`config.mk`:
```
export PLATFORM = sky130hd
export DESIGN_NAME = music_sequencer
export DESIGN_NICKNAME = d
export VERILOG_FILES = /design/src/rtl/music_sequencer.sv
export SDC_FILE = /design/constraint.sdc
export NUM_CORES = 1
export LEC_CHECK = 0
export BUFFER_PORTS_ARGS = -buffer_cell sky130_fd_sc_hd__buf_2
export CAP_MARGIN = 20
export CORE_ASPECT_RATIO = 1.5
export CORE_MARGIN = 5
export CORE_UTILIZATION = 31
export DETAILED_ROUTE_END_ITERATION = 8
export PLACE_DENSITY_LB_ADDON = 0.3
export SETUP_SLACK_MARGIN = 0.15
export SLEW_MARGIN = 20
export SYNTH_ARGS = -nofsm -noshare
export SYNTH_HDL_FRONTEND = slang
export SYNTH_SLANG_ARGS = --single-unit
```
`constraint.sdc`:
```
create_clock -name clk -period 4.75 [get_ports clk]
set_clock_uncertainty 0.05 [all_clocks]
set_input_delay 0.7125 -clock clk [delete_from_list [all_inputs] [get_ports clk]]
set_output_delay 0.7125 -clock clk [all_outputs]
set_load 0.1 [all_outputs]
```
`src/rtl/music_sequencer.sv`:
```
// Table-driven melody player: steps through {dur,note} words from a 1-cycle-latency ROM,
// holding each note for dur ticks of TICK_DIV clocks, with pause, stop, loop and one-shot end.
module music_sequencer #(
  parameter int TICK_DIV  = 1250000,
  parameter int NOTE_W    = 4,
  parameter int DUR_W     = 3,
  parameter int ADDR_W    = 5,
  parameter int SONG_BASE = 0
) (
  input  logic                    clk,
  input  logic                    rst,
  input  logic                    start,
  input  logic                    stop,
  input  logic                    pause,
  input  logic                    loop_en,
  output logic [ADDR_W-1:0]       rom_addr,
  input  logic [DUR_W+NOTE_W-1:0] rom_data,
  output logic [NOTE_W-1:0]       note,
  output logic                    speak,
  output logic                    busy,
  output logic                    beat,
  output logic                    done
);

  localparam int TICK_W = $clog2(TICK_DIV);
  localparam logic [TICK_W-1:0] TICK_LAST = TICK_W'(TICK_DIV - 1);
  localparam logic [TICK_W-1:0] TICK_ONE  = TICK_W'(1);
  localparam logic [ADDR_W-1:0] BASE_ADDR = ADDR_W'(SONG_BASE);
  localparam logic [ADDR_W-1:0] ADDR_ONE  = ADDR_W'(1);
  localparam logic [DUR_W-1:0]  DUR_ONE   = DUR_W'(1);

  typedef enum logic [1:0] {IDLE, FETCH, LOAD, PLAY} state_t;

  state_t              state, state_n;
  logic [ADDR_W-1:0]   addr_n;
  logic [NOTE_W-1:0]   note_n;
  logic [DUR_W-1:0]    remaining, remaining_n;
  logic [TICK_W-1:0]   tick_cnt, tick_n;
  logic [DUR_W-1:0]    rom_dur;
  logic [NOTE_W-1:0]   rom_note;

  assign {rom_dur, rom_note} = rom_data;
  assign busy  = (state != IDLE);
  assign speak = (note != '0) && !pause && busy;

  always_ff @(posedge clk) begin
    if (rst) begin
      state     <= IDLE;
      rom_addr  <= BASE_ADDR;
      note      <= '0;
      remaining <= '0;
      tick_cnt  <= '0;
    end else begin
      state     <= state_n;
      rom_addr  <= addr_n;
      note      <= note_n;
      remaining <= remaining_n;
      tick_cnt  <= tick_n;
    end
  end

  // beat and done are pulses decoded from the current state; they are held low in reset
  always_comb begin
    state_n     = state;
    addr_n      = rom_addr;
    note_n      = note;
    remaining_n = remaining;
    tick_n      = tick_cnt;
    beat        = 1'b0;
    done        = 1'b0;
    if (!rst) begin
      if (stop && state != IDLE) begin
        state_n = IDLE;
        addr_n  = BASE_ADDR;
        note_n  = '0;
        tick_n  = '0;
      end else begin
        case (state)
          IDLE: begin
            if (start) begin
              addr_n  = BASE_ADDR;
              state_n = FETCH;
            end
          end
          FETCH: state_n = LOAD;
          LOAD: begin
            if (rom_dur == '0) begin
              if (loop_en) begin
                addr_n  = BASE_ADDR;
                state_n = FETCH;
              end else begin
                note_n  = '0;
                done    = 1'b1;
                state_n = IDLE;
              end
            end else begin
              note_n      = rom_note;
              remaining_n = rom_dur;
              tick_n      = '0;
              addr_n      = rom_addr + ADDR_ONE;
              state_n     = PLAY;
            end
          end
          PLAY: begin
            // the old note keeps sounding through FETCH/LOAD so repeats are seamless
            if (!pause) begin
              if (tick_cnt == TICK_LAST) begin
                tick_n      = '0;
                beat        = 1'b1;
                remaining_n = remaining - DUR_ONE;
                if (remaining == DUR_ONE) state_n = FETCH;
              end else begin
                tick_n = tick_cnt + TICK_ONE;
              end
            end
          end
          default: state_n = IDLE;
        endcase
      end
    end
  end

endmodule
```
==> metrics.txt, run 1 <==
Warnings, synthesis=0; post-CTS setup buffers=0; sequential share of the synthesized area=0.3459; most frequent cell after synthesis=dfxtp_1; gr usage total=0.1227; sw frac=0.3034; die width=76 um; WP data arrival=2.27 ns; Root Driver=clkbuf_8; worst skew pair latency=0.29 ns; asr flop ratio synth=0; io pins=26; part of the power in registers=0.491; CTS Sinks=35; CP endpoint kind=output port; initial antenna violation count=0; Worst Max-Slew Pin Slew=0.7432 ns; period utilisation layout=0.6393; Clk pwr share=0.339; Post-Route WL=4.925 mm; R2R setup slack=2.22 ns; status=complete, no violations; layout cells sized above 1=0.1387; Lkg Pwr=0.7724 nW; critical path capture point=beat; grt ovf=0; drt wl/cell=14.07 um; FP Rows=36; Post-Syn Area per Cell=8.103 um2; Setup WS post-layout=1.713 ns; diode count=0; Synth Register Bits=35; CP Launch Type=flop; worst-case reg-to-reg path depth=6; largest net degree at the start of global routing=39; Worst Setup SP=tick_cnt[0]; combinational group share of total power=0.171; CTS tree=yes; Pre-antenna DRT Iters=4; antenna viol nets, final=0; vias per cell=5.414; RD Place Congestion=0.7671; Iteration-0 DRC Markers=90; PwrDens=271.8 nW/um2; Most used DFF post-synth=dfxtp_1; Setup violations, final=0; commonest cells in the netlist=dfxtp_1 (35), nor2_1 (27), nand2_1 (23), nand3_1 (13), a21oi_1 (12); worst slack at placement=1.887 ns; first-pass GRT wire length=8.507 mm; Internal=0.0004311 W; Reg-to-Reg Start=state[0]; Reg-to-Reg End=remaining[1]; f_max=329.3 MHz; Initial Utilization=0.3145; Non-Filler Instances=350; Num CTS Buffers=5; Via Count=1,895; Critical Path RT=3.99 ns; placed cells=342; CTS max path bufs=2; Rel. slew slack=0.5012; Post-synth EDFFs=0; worst vdd ir=0.1600 mV; DP Wirelength=3.620 mm; die area=8284 um2; Psw=0.0001878 W; H-tree levels=2; Crit Path Class=flop to output port; RSZ-0062 raised after global routing=false; # Max-Cap Violations=0; hold buffer count at CTS=0; Final Hold Viols=0; post-route setup TNS=0 ns; class of the worst hold path=flop to flop; Mapped Area=2026 um2; Synth Net Count=271; library cells used by synthesis=46; Yosys top cell area share=0.3459; Clock transition at path regs=0.07 ns; top cells by area, synth=dfxtp_1 (35%), nor2_1 (5.0%), ha_1 (4.9%), nand2_1 (4.3%), nand3_1 (3.2%); CP Max Fanout=7; number of global-route vias before repair=1,892; DR DRC count=0; Post-layout nets=294; final number of max-transition violations=0; top cell type by total area after synthesis=dfxtp_1; port buffer count=25; die height=109.0 um; post_cts resized=0; area delta synth->final=12.41%; Cells after Synth=250; Final Critical Period=3.037 ns; area of the core=6441 um2
-- stage by stage --
step           instance area (um2)  total power [W]  utilization  hold slack, ns
5_1_grt                       2277        0.0006477       0.3535          0.4965
3_5_place_dp                  2196        0.0004168       0.3409          0.4531
6_report                      2277        0.0006189       0.3535          0.4573
2_1_floorplan                 2032        0.0003937            -          0.4077
4_1_cts                       2277        0.0006290       0.3535          0.4655
3_3_place_gp                  2196        0.0004162       0.3409          0.4382
-- layout by cell type (no fill, tap or decap), types with 5 or more instances in the layout --
cell type	count
ha_1	8
clkbuf_8	5
o21ai_1	6
or4_1	8
nor4_1	7
nor2b_1	6
o21ai_0	5
nand4_1	7
xnor2_1	7
a21oi_1	12
nand3_1	13
inv_1	11
buf_2	25
a31oi_1	6
dfxtp_1	35
nand2_1	23
nor2_1	27
nor3_1	7
a22oi_1	6
-- critical path, cell delays in order, from the launching register on --
cell and delay [ns]:
dfxtp_1 0.39, ha_1 0.21, and3_1 0.30, and4_1 0.33, nand2_1 0.10, nor4b_2 0.20
buf_2 0.46
-- cell families after synthesis --
family / share of synthesized area
and+or+nand+nor: 0.3230
buffers and inverters: 0.05559
xor gates and xnor gates: 0.04324
muxes: 0.02532
AOI/OAI and AO/OA: 0.1575
DFF: 0.3459
adders and majority gates: 0.04942
-- layout make-up --
| type | count | area (um2) |
|---|---|---|
| flip-flops and latches | 35 | 700.7 |
| clock inverters | 1 | 5.005 |
| clock buffers | 7 | 76.32 |
| multi-input cells | 193 | 1219 |
| fillers | 703 | 4164 |
| well taps | 76 | 95.09 |
| inverters | 11 | 41.29 |
| repair buffers | 27 | 140.1 |
-- power by group through the flow --
stage	clock network [W]	registers (W)	logic, W
final	0.000210	0.000304	0.000106
after global routing	0.000228	0.000305	0.000115
after CTS	0.000219	0.000304	0.000106
after detailed placement	0	0.000311	0.000106
after global placement	0	0.000310	0.000106
after floorplan	0	0.000325	0.0000689
-- sequential cells by signal, indices dropped and copies added (netlist names) --
signal     flops
tick_cnt      21
rom_addr       5
note           4
remaining      3
state          2
-- how the worst min path moves through the flow --
stage                 startpoint            to  slack, ns  depth (start not counted)
global placement     rom_addr[4]   rom_addr[4]       0.44                          2
detailed placement  tick_cnt[20]  tick_cnt[20]       0.45                          2
CTS                  tick_cnt[6]   tick_cnt[6]       0.47                          2
global route         tick_cnt[6]   tick_cnt[6]       0.50                          2
finish               tick_cnt[6]   tick_cnt[6]       0.46                          2
floorplan            tick_cnt[6]   tick_cnt[6]       0.41                          2
-- metal layers --
layer | share of wire | wire, um | track usage
met5 | 0 | 0 | 0
met3 | 0.032 | 156 | 0.02066
met2 | 0.54 | 2648 | 0.2396
met4 | 0.014 | 70 | 0.04071
met1 | 0.42 | 2051 | 0.1312
No activity file was read; power rests on OpenSTA's default activity.
==> run 2: changes to the inputs <==
ABC_AREA = 1   (was unset)
clock period = 3 ns   (was 4.75 ns; I/O delays follow)
==> metrics.txt, run 2 <==
combinational group share of total power=0.468 (+0.297); commonest non-fill, non-tap cell in the layout=nand2_1; Post-layout nets=369 (+26%); CP Max Fanout=9 (+2); status=complete, no violations; Synth Register Bits=35 (unchanged); Warnings, synthesis=0 (unchanged); placed cells=417 (+22%); number of global-route vias before repair=1,996 (+5.5%); period utilisation layout=0.8630; Clock transition at path regs=0.09 ns (+0.02 ns); initial antenna violation count=0 (unchanged); io pins=26 (unchanged); Setup WS post-layout=0.4110 ns (-1.302 ns); die area=8498 um2 (+2.6%); Final Critical Period=2.589 ns; most frequent cell after synthesis=nand2_1; max FFs per register=21 (unchanged); CP Launch Type=flop; diode count=0 (unchanged); class of the worst hold path=primary input to flop; critical-path cell list=inv_1 > ha_1 > inv_2 > nand2_1 > inv_2 > nor2_4 > inv_2 > nor4_2 > buf_2; Largest regs=tick_cnt x21, rom_addr x5, note x4; Cells after Synth=319 (+28%); Post-Syn Area per Cell=6.534 um2 (-19%); area delta synth->final=13.93%; layout cells sized above 1=0.1576 (+0.01891); Setup violations, final=0 (unchanged); WP data arrival=2.09 ns (-0.18 ns); Internal=0.0008867 W (+110%); vias per cell=4.725 (-13%); Synth Net Count=340 (+25%); antenna viol nets, final=0 (unchanged); CP endpoint kind=output port; largest net degree at the start of global routing=20 (-49%); hold buffer count at CTS=0 (unchanged); CTS Sinks=35 (unchanged); commonest cells in the netlist=nand2_1 (88), nor2_1 (53), inv_1 (38), dfxtp_1 (35), nand3_1 (25); Post-synth EDFFs=0 (unchanged); largest delay contributor family on the critical path=buffers and inverters; H-tree levels=2 (unchanged); total power=0.001737 W (+180%); Top reg by flops=tick_cnt; Reg-to-Reg Start=state[0]; PwrDens=731.6 nW/um2 (+170%); final number of max-transition violations=0 (unchanged); CTS tree=yes; Critical Path Max Stage Delay=0.47 ns (about the same); asr flop ratio synth=0 (unchanged); # Max-Cap Violations=0 (unchanged); Num CTS Buffers=5 (unchanged); gr usage total=0.1184 (-0.004226); Iteration-0 DRC Markers=71 (-21%); port buffer count=25 (unchanged); Worst Max-Slew Pin Slew=0.5632 ns (-0.1800 ns); top cells by area, synth=dfxtp_1 (34%), nand2_1 (16%), nor2_1 (9.5%), inv_1 (6.8%), nand3_1 (6.0%); worst slack at placement=0.7088 ns (-1.179 ns); part of the power in registers=0.324 (-0.167); die width=76.96 um (+1.3%); most frequent cells in the layout=nand2_1 (88), nor2_1 (53), inv_1 (38); final non-filler cell area=2375 um2 (+4.3%); R2R setup slack=0.94 ns (-1.28 ns); placed instance area=2282 um2 (+3.9%); first-pass GRT wire length=8.556 mm (+0.58%); grt ovf=0 (unchanged); Mapped Area=2084 um2 (+2.9%); Initial Utilization=0.3192 (+0.004666); Root Driver=clkbuf_8; library cells used by synthesis=28 (-39%); Clk pwr share=0.208 (-0.131); Final Hold Viols=0 (unchanged); RD Place Congestion=0.9334 (+22%); Pre-antenna DRT Iters=4 (unchanged); Buf/Inv on CP=5 (+4); Post-Route WL=4.893 mm (-0.65%); Worst Hold Launch=rom_data[2]; sequential share of the synthesized area=0.3361 (-0.009758); Worst Setup SP=state[0]; die height=110.4 um (+1.3%); post-CTS setup buffers=0 (unchanged); Critical Path Slowest Stage Cell=buf_2; Most used DFF post-synth=dfxtp_1; area of the core=6531 um2 (+1.4%); f_max=386.3 MHz; Non-Filler Instances=425 (+21%); Lkg Pwr=0.9612 nW (+24%); CTS max path bufs=2 (unchanged); CP most frequent cell=inv_2; Crit Path Class=flop to output port; Rel. slew slack=0.6206 (+0.1194); post_cts resized=0 (unchanged); top cell type by total area after synthesis=dfxtp_1; Critical Path RT=2.50 ns (-1.49 ns); worst vdd ir=0.7945 mV (+400%); DR DRC count=0 (unchanged); Psw=0.0008508 W (+350%); drt wl/cell=11.51 um (-18%); Via Count=2,008 (+6.0%); DP Wirelength=3.830 mm (+5.8%); sw frac=0.4897 (+0.1862); Yosys top cell area share=0.3361 (-0.009758); FP Rows=36 (unchanged); worst skew pair latency=0.29 ns (about the same); RSZ-0062 raised after global routing=false
## run 2: changes by cell type in the layout (fill, tap and decap cells not counted), moves of 8 or more
cell | before | now
or4_1 | 8 | 0
nor2_1 | 27 | 53
nand2_1 | 23 | 88
inv_1 | 11 | 38
nand3_1 | 13 | 25
## run 2: cell families (layout without fill, tap and decap cells)
kind of cell             count (synthesis)  after routing  share of synthesized area
AND/OR/NAND/NOR                        195            195                     0.4202
adder cells (fa/ha/maj)                  8              8                    0.04802
AO/OA/AOI/OAI                           29             29                    0.07683
flip-flops                              35             35                     0.3361
buffers and inverters                   46             76                    0.09364
XOR/XNOR                                 6              6                    0.02521
## run 2: area by class of cell
type / count / area (um2)
Clock buffer: 5 / 68.82
Clock inverter: 3 / 23.77
Fill cell: 688 / 4156
Inverter: 43 / 161.4
Multi-Input combinational cell: 238 / 1200
Sequential cell: 35 / 700.7
Tap cell: 76 / 95.09
Timing Repair Buffer: 25 / 125.1
## run 2: through the flow
step                        util  hold slack (ns)  TNS, ns
after detailed placement  0.3494           0.4233        0
after CTS                 0.3636           0.3500        0
final                     0.3636           0.3558        0
after global placement    0.3494           0.4172        0
after floorplan                -           0.4016  -0.4463
after global routing      0.3636           0.3588        0
## run 2: path summary, 6_finish.rpt
path                  end  cells past startpoint
min               note[2]                      3
min reg2reg  remaining[1]                      2
max                  beat                      9
max reg2reg  tick_cnt[13]                      8
## run 2: tightest hold or removal path, stage by stage
cell     delay (ns)
buf_2          0.10
nand2_1        0.05
a21oi_1        0.05
## run 2: power groups by stage
| stage | Combinational (W) | Clock (W) | Sequential (W) |
|---|---|---|---|
| 6_report | 0.000813 | 0.000361 | 0.000564 |
| 5_1_grt | 0.000907 | 0.000393 | 0.000572 |
| 4_1_cts | 0.000824 | 0.000374 | 0.000565 |
| 3_5_place_dp | 0.000823 | 0 | 0.000574 |
| 3_3_place_gp | 0.000814 | 0 | 0.000573 |
| 2_1_floorplan | 0.000591 | 0 | 0.000669 |
## run 2: routing by layer
metal,share of wire,GRT usage,wire [um],up-vias
met2,0.52,0.2138,2558,40
met1,0.42,0.1328,2033,899
met3,0.035,0.02280,172,14
met4,0.026,0.04784,129,0
li1,-,-,-,1055
met5,0,0,0,-
